File: src/rtl/game_pkg.sv
// Shared choice encodings, referee state enum and round-judging helpers
// for the cat/dog/chicken game.
package game_pkg;

  localparam logic [2:0] CAT     = 3'b001;
  localparam logic [2:0] DOG     = 3'b010;
  localparam logic [2:0] CHICKEN = 3'b100;

  typedef enum logic [2:0] {
    S_P1,
    S_P2,
    S_JUDGE,
    S_SHOW,
    S_OVER
  } state_t;

  // One-hot choice to index: cat=0, dog=1, chicken=2 (non-one-hot maps to 0).
  function automatic logic [1:0] choice_idx(input logic [2:0] c);
    case (c)
      CAT:     return 2'd0;
      DOG:     return 2'd1;
      CHICKEN: return 2'd2;
      default: return 2'd0;
    endcase
  endfunction

  // True when index a defeats index b: dog>cat, cat>chicken, chicken>dog.
  function automatic logic beats(input logic [1:0] a, input logic [1:0] b);
    return ((a == 2'd1) && (b == 2'd0)) ||
           ((a == 2'd0) && (b == 2'd2)) ||
           ((a == 2'd2) && (b == 2'd1));
  endfunction

endpackage

File: src/rtl/choice_decode.sv
// Validates a one-hot player choice and converts it to a 0..2 index.
module choice_decode
  import game_pkg::*;
(
  input  logic [2:0] choice_i,
  output logic       valid_o,
  output logic [1:0] idx_o
);

  assign valid_o = (choice_i == CAT) || (choice_i == DOG) || (choice_i == CHICKEN);
  assign idx_o   = choice_idx(choice_i);

endmodule

File: src/rtl/round_referee.sv
// Two-player round referee: captures choices, judges rounds, keeps
// saturating scores and hands results to the draw controller via valid/ack.
module round_referee
  import game_pkg::*;
#(
  parameter int WIN_SCORE = 5,
  parameter int SCORE_W   = 4
) (
  input  logic               clk,
  input  logic               reset,
  input  logic [2:0]         p1_choice,
  input  logic [2:0]         p2_choice,
  input  logic               lock,
  input  logic               result_ack,
  output logic               result_valid,
  output logic [8:0]         scenario,
  output logic               winner1,
  output logic               winner2,
  output logic [SCORE_W-1:0] score1,
  output logic [SCORE_W-1:0] score2,
  output logic [1:0]         awaiting,
  output logic               bad_choice,
  output logic               match_over
);

  localparam logic [SCORE_W-1:0] WIN_S = SCORE_W'(WIN_SCORE);

  logic       p1_ok, p2_ok;
  logic [1:0] p1_idx, p2_idx;

  choice_decode u_dec_p1 (.choice_i(p1_choice), .valid_o(p1_ok), .idx_o(p1_idx));
  choice_decode u_dec_p2 (.choice_i(p2_choice), .valid_o(p2_ok), .idx_o(p2_idx));

  state_t             state_q;
  logic [1:0]         c1_q, c2_q;
  logic [8:0]         scenario_q;
  logic               win1_q, win2_q, bad_q;
  logic [SCORE_W-1:0] score1_q, score2_q;

  function automatic logic [SCORE_W-1:0] sat_inc(input logic [SCORE_W-1:0] s);
    return (s >= WIN_S) ? WIN_S : s + 1'b1;
  endfunction

  logic [3:0] scen_idx_d;
  logic [8:0] scenario_d;
  logic       win1_d, win2_d;

  always_comb begin
    scen_idx_d = ({2'b00, c1_q} * 4'd3) + {2'b00, c2_q};
    scenario_d = 9'b1 << scen_idx_d;
    win1_d     = beats(c1_q, c2_q);
    win2_d     = beats(c2_q, c1_q);
  end

  always_ff @(posedge clk) begin
    if (reset) begin
      state_q    <= S_P1;
      c1_q       <= '0;
      c2_q       <= '0;
      scenario_q <= '0;
      win1_q     <= 1'b0;
      win2_q     <= 1'b0;
      bad_q      <= 1'b0;
      score1_q   <= '0;
      score2_q   <= '0;
    end else begin
      bad_q <= 1'b0;
      case (state_q)
        S_P1: if (lock) begin
          if (p1_ok) begin
            c1_q    <= p1_idx;
            state_q <= S_P2;
          end else begin
            bad_q <= 1'b1;
          end
        end
        S_P2: if (lock) begin
          if (p2_ok) begin
            c2_q    <= p2_idx;
            state_q <= S_JUDGE;
          end else begin
            bad_q <= 1'b1;
          end
        end
        S_JUDGE: begin
          scenario_q <= scenario_d;
          win1_q     <= win1_d;
          win2_q     <= win2_d;
          if (win1_d) score1_q <= sat_inc(score1_q);
          if (win2_d) score2_q <= sat_inc(score2_q);
          state_q    <= S_SHOW;
        end
        // Lock is deliberately not looked at here; ack alone leaves SHOW.
        S_SHOW: if (result_ack) begin
          state_q <= ((score1_q == WIN_S) || (score2_q == WIN_S)) ? S_OVER : S_P1;
        end
        S_OVER: if (lock) begin
          score1_q   <= '0;
          score2_q   <= '0;
          scenario_q <= '0;
          win1_q     <= 1'b0;
          win2_q     <= 1'b0;
          state_q    <= S_P1;
        end
        default: state_q <= S_P1;
      endcase
    end
  end

  assign result_valid = (state_q == S_SHOW);
  assign match_over   = (state_q == S_OVER);
  assign awaiting     = (state_q == S_P1) ? 2'b01 :
                        (state_q == S_P2) ? 2'b10 : 2'b00;
  assign scenario     = scenario_q;
  assign winner1      = win1_q;
  assign winner2      = win2_q;
  assign score1       = score1_q;
  assign score2       = score2_q;
  assign bad_choice   = bad_q;

endmodule

File: config.mk
export PLATFORM = sky130hd
export DESIGN_NAME = round_referee
export DESIGN_NICKNAME = d
export VERILOG_FILES = /design/src/rtl/game_pkg.sv /design/src/rtl/choice_decode.sv /design/src/rtl/round_referee.sv
export SDC_FILE = /design/constraint.sdc
export NUM_CORES = 1
export LEC_CHECK = 0
export BUFFER_PORTS_ARGS = -buffer_cell sky130_fd_sc_hd__buf_2
export CAP_MARGIN = 10
export CORE_ASPECT_RATIO = 1.5
export CORE_MARGIN = 2
export CORE_UTILIZATION = 58
export CTS_CLUSTER_SIZE = 25
export DETAILED_ROUTE_END_ITERATION = 8
export PLACE_DENSITY = 0.92
export SLEW_MARGIN = 10
export SYNTH_ARGS = -nofsm -noshare
export SYNTH_HDL_FRONTEND = slang
export SYNTH_SLANG_ARGS = --single-unit
File: constraint.sdc
create_clock -name clk -period 6 [get_ports clk]
set_input_delay 0.6 -clock clk [delete_from_list [all_inputs] [get_ports clk]]
set_output_delay 0.6 -clock clk [all_outputs]
set_load 0.02 [all_outputs]
* Yosys cells after proc, flatten, opt, wreduce, memory -nomap -nowiden *
Cells that the tools add are included.

operators by class
  $add $sub $neg = 3
  multipliers = 1
  magnitude comparators = 2
  eq/ne operators = 24
  shift operators = 1
  multiplexer cells = 29
  reduce and logical (&&, ||, !) cells = 25

operators with widths
  operator                                                           count
  two-way mux 3 bit                                                  7
  two-way mux 4 bit                                                  5
  one-hot mux 9 bit (2 select lines)                                 1
  != test 2 bit, second input constant                               8
  one-hot mux 4 bit (2 select lines)                                 2
  one-hot mux 3 bit (5 select lines)                                 1
  equality test 3 x 2 -> 1 bit, second input constant                4
  AND reduction 3 bit                                                4
  equality test 3 x 1 -> 1 bit, second input constant                3
  equality test 3 bit, second input constant                         3
  logical OR 1 bit                                                   9
  two-way mux 9 bit                                                  1
  left shift 1 x 4 -> 9 bit, first input constant                    1
  adder 4 x 1 -> 4 bit, second input constant                        2
  equality test 4 x 3 -> 1 bit, second input constant                2
  greater-or-equal comparator 4 x 3 -> 1 bit, second input constant  2
  one-hot mux 2 bit (2 select lines)                                 2
  logical AND 1 bit                                                  6
  one-hot mux 1 bit (2 select lines)                                 3
  AND reduction 6 bit                                                1
  two-way mux 1 bit                                                  5
  adder 4 x 2 -> 4 bit                                               1
  equality test 2 x 1 -> 1 bit, second input constant                2
  equality test 2 bit, second input constant                         2
  other kinds (6)                                                    8

word-level totals
  bits in registers = 27
  output and inout port bits = 24
  logic and storage cells = 94

* Logic depth before layout (Yosys ltp) *
  word-level depth = 6
  mapped depth = 9

* Modules after synthesis *
From an unflattened synthesis, not the netlist that was laid out.

second synthesis, totals
  cells, all modules = 189
  area, all modules = 1646.6 µm²

by module, submodules not included
  module         instances  cells an instance  area each (µm²)
  round_referee  1          179                1574.0
  choice_decode  2          5                  36.3

* Least setup slack after synthesis *
Ideal clock, no wire load.

  path kind = register to register
  from = register c1_q[0]
  to = register scenario_q[1], in the netlist scenario[1]
  setup time = 65 ps
  data arrival time = 2296 ps
  required time = 5935 ps
  path slack = 3639 ps
  cell stages (with the launch flop) = 9
  buffers on the path = 0
  cell sequence = dfxtp_1 inv_1 fa_1 inv_1 ha_1 fa_1 nor3_1 a32oi_1 nor2_1

on the way
  cells in the longest elaborated chain, start to end = 4

ends and longest elaborated chain
  what                                RTL line             text
  start, declared                     round_referee.sv:35  logic [1:0] c1_q, c2_q;
  start signal, assigned              round_referee.sv:71  c1_q <= p1_idx;
  multiplier 2 x 2 -> 4 bit           round_referee.sv:49  scen_idx_d = ({2'b00, c1_q} * 4'd3) + {2'b00, c2_q};
  adder 4 x 2 -> 4 bit                round_referee.sv:49
  left shift 1 x 4 -> 9 bit           round_referee.sv:50  scenario_d = 9'b1 << scen_idx_d;
  one-hot mux 9 bit (2 select lines)  round_referee.sv:68  case (state_q)
  end signal, assigned                round_referee.sv:86  scenario_q <= scenario_d;
  end, declared                       round_referee.sv:36  logic [8:0] scenario_q;

Every way passes these cells.
A chain may end at the register's enable or synchronous reset.

* Worst setup path in the final report *
  from = register c1_q[1]
  to = register scenario_q[1], in the netlist scenario[1]

Same word-level chain as after synthesis.

==> results.py <==
metrics = {
    "status": {
        "run_status": "finished, final reports clean",
    },
    "power": {
        "vdd_drop_max_v": 0.000198,
        "power-per-cell-area_nw_per_um2": 200,
        "power.static_leakage_nw": 0.812,
    },
    "floorplanning": {
        "rows": 23,
        "die_height_um": 69.6,
        "die_width_um": 47.7,
        "die_area_um2": 3320,
        "start_util": 0.615,
        "coreArea_um2": 2710,
        "ios": 34,
    },
    "clocking": {
        "tritoncts_num_sinks": 27,
        "hold_buffers": 0,
        "worstSkewPairLatency_ns": 0.27,
        "clkSlewWorstSetupHoldPaths_ns": 0.09,
        "clk_root_buffer_cell": "clkbuf_8",
        "cts.path.max_buffers": 2,
        "cts_setup_buffers": 0,
        "tritoncts": "yes",
        "cts-htree-levels": 1,
        "cts-buffers-inserted": 3,
        "post_cts.resized_instances": 0,
    },
    "sta": {
        "layout_setup_ws_ns": 3.38,
        "grt_setup_unrepaired": "no",
        "max_slew.worst_pin.slew_ns": 0.522,
        "min_period_ns": 2.62,
        "max-slew-margin-rel": 0.652,
        "post-route-period-util": 0.436,
        "fin_clk_skew_ns": 0.00224,
        "finalSetupViolations": 0,
        "slew_violations": 0,
        "sum_of_negative_setup_slack_ns": 0,
        "hold_viol": 0,
        "timing.fmax_mhz": 382,
    },
    "job": {
        "max_cap_viol_count": 0,
    },
    "synth": {
        "syn-num-nets": 215,
        "synth.top_cells.by_area": "dfxtp_1, ha_1, a21oi_1, nand3b_1, nor2_1",
        "synth-seq-area-share": 0.325,
        "synth-async-reset-ratio": 0,
        "syn_area_per_cell_um2": 8.67,
        "synth_seq_cells": 27,
        "synth_top_flop_cell": "dfxtp_1",
        "yosysUniqueCellTypes": 53,
        "synth_top_cell_by_area": "dfxtp_1",
        "netlist_area_um2": 1660,
        "synth-edff-count": 0,
        "syn-instance-count": 192,
        "ys_warn_count": 0,
        "fraction_of_post_synthesis_cell_area_in_the_top_cell_type_by_area": 0.325,
    },
    "finish": {
        "area_added_between_synthesis_and_finish_pct": 13.1,
        "area_used_by_multi_input_combinational_logic_um2": 1030,
        "final-seq-area_um2": 541,
        "num_antenna_cells": 0,
        "layout-drive-gt1-share": 0.199,
        "filler_cell_count": 245,
        "finish.net_count": 245,
    },
    "worst_setup_path": {
        "critical-path-max-stage-delay_ns": 0.55,
        "worstPathRequired_ns": 6.22,
        "slowest_stage": "fa_1",
        "crit_chain": "inv_1 -> fa_1 -> inv_1 -> ha_1 -> fa_1 -> nor3_1 -> a32oi_1 -> nor2_1",
        "cp.buffers_inverters": 2,
        "crit_fanout": 5,
        "reg2reg_setup_slack_ns": 3.38,
        "setup.worst_path.end_class": "register",
        "crit_family": "adder cells",
        "worst_setup_path_start_kind": "register",
        "worst-setup-path-type": "register to register",
        "crit_arrival_ns": 2.83,
    },
    "place": {
        "io_buffer_count": 33,
        "globalplace.congestion": 0.786,
        "dp.final_hpwl_mm": 2.74,
        "post-place-ws_ns": 3.37,
    },
    "detailed_routing": {
        "drtAntennaViolNets": 0,
        "routed_vias": 1514,
        "drt_iter0_markers": 53,
        "firstDrtPassIters": 6,
        "drt_drc_violations_left": 0,
        "viasPerCell": 5.87,
        "route.detailed.wl_per_inst_um": 13.7,
        "routed_wl_mm": 3.53,
    },
    "global_route": {
        "grt_pass1_vias": 1428,
        "antenna_found_initial": 0,
        "grt.overflow.total": 0,
        "grt_max_degree": 24,
        "track_usage": 0.230,
        "grt_first_pass_wirelength_mm": 5.86,
    },
    "min_path": {
        "min-delay-path-class": "register to register",
    },
}
path summary, 6_finish.rpt:
kind	from	endpoint	cells after the start
worst min register to register	winner1	winner1	2
worst max-delay path	c1_q[1]	scenario[1]	8
worst min-delay path	winner1	winner1	2
worst max register to register	c1_q[1]	scenario[1]	8
Yosys cell counts, types with 2 or more instances:
cell and n:
a211oi_1 4, a21o_1 2, a21oi_1 14, a22oi_1 4, a311oi_1 2, a31oi_1 3, a32oi_1 4, and3_1 2
buf_2 2, clkbuf_1 5, dfxtp_1 27, fa_1 2, ha_1 11, inv_1 12, mux2i_1 4, nand2_1 9
nand2b_1 5, nand3_1 4, nand3b_1 7, nand4_1 3, nor2_1 14, nor2b_1 3, nor3_1 4, nor3b_1 3
o211a_1 2, o211ai_1 2, o21ai_0 9, o311ai_0 2, or4b_1 2, xor2_1 2
metal layers:
layer  track usage  vias to the layer above  wire [um]
met2         0.418                       33       1920
met1         0.250                      706       1410
met4        0.0781                        0         64
met3        0.0313                        7        133
li1              -                      768          -
met5             0                        -          0
power by group:
part | switching [W] | leakage [nW] | internal, W
clock | 0.0000563 | 0.0255 | 0.0000465
combinational | 0.0000490 | 0.569 | 0.0000304
sequential | 0.00000901 | 0.218 | 0.000184
placed cells by master, fill, tap and decap left out, drive strengths merged, types with 5 or more instances in the layout:
master,count
a21oi,14
buf,33
dfxtp,27
ha,11
inv,12
nand2,9
nand2b,5
nand3b,7
nor2,14
o21ai,10
registers in the layout (all words and copies together), names as in the netlist:
name        flops
scenario        9
score1          4
score2          4
state_q         3
c1_q            2
c2_q            2
bad_choice      1
winner1         1
winner2         1
final cells by class:
| class | instances | share of cell area |
|---|---|---|
| clock buffers | 3 | 0.0219 |
| clock inverters | 1 | 0.00266 |
| inverters | 13 | 0.0266 |
| multi-input cells | 144 | 0.549 |
| flip-flops and latches | 27 | 0.287 |
| well taps | 37 | 0.0246 |
| repair buffers | 33 | 0.0878 |
metrics by stage:
stage	util	hold slack, ns	total power [W]	cells	area [um2]
6_report	0.696	0.479	0.000375	258	1880
5_1_grt	0.696	0.520	0.000394	258	1880
3_3_place_gp	0.679	0.461	0.000275	254	1840
2_1_floorplan	-	0.482	0.000255	192	1660
4_1_cts	0.696	0.475	0.000376	258	1880
3_5_place_dp	0.679	0.462	0.000276	254	1840
logic make-up (layout without fill, tap and decap cells):
logic type	Yosys count	in the layout	synth area share
DFF	27	27	0.325
and+or+nand+nor	67	67	0.240
buffers and inverters	21	50	0.0541
adders and majority gates	13	13	0.107
AOI/OAI and AO/OA	56	56	0.228
muxes	5	5	0.0308
xor gates and xnor gates	3	3	0.0158
worst reg2reg max path: stages, from the launching register on:
cell	delay, ns
dfxtp_1	0.43
inv_1	0.12
fa_1	0.55
inv_1	0.06
ha_1	0.20
fa_1	0.49
nor3_1	0.45
a32oi_1	0.17
nor2_1	0.10
(Power assumes the default switching activity.)
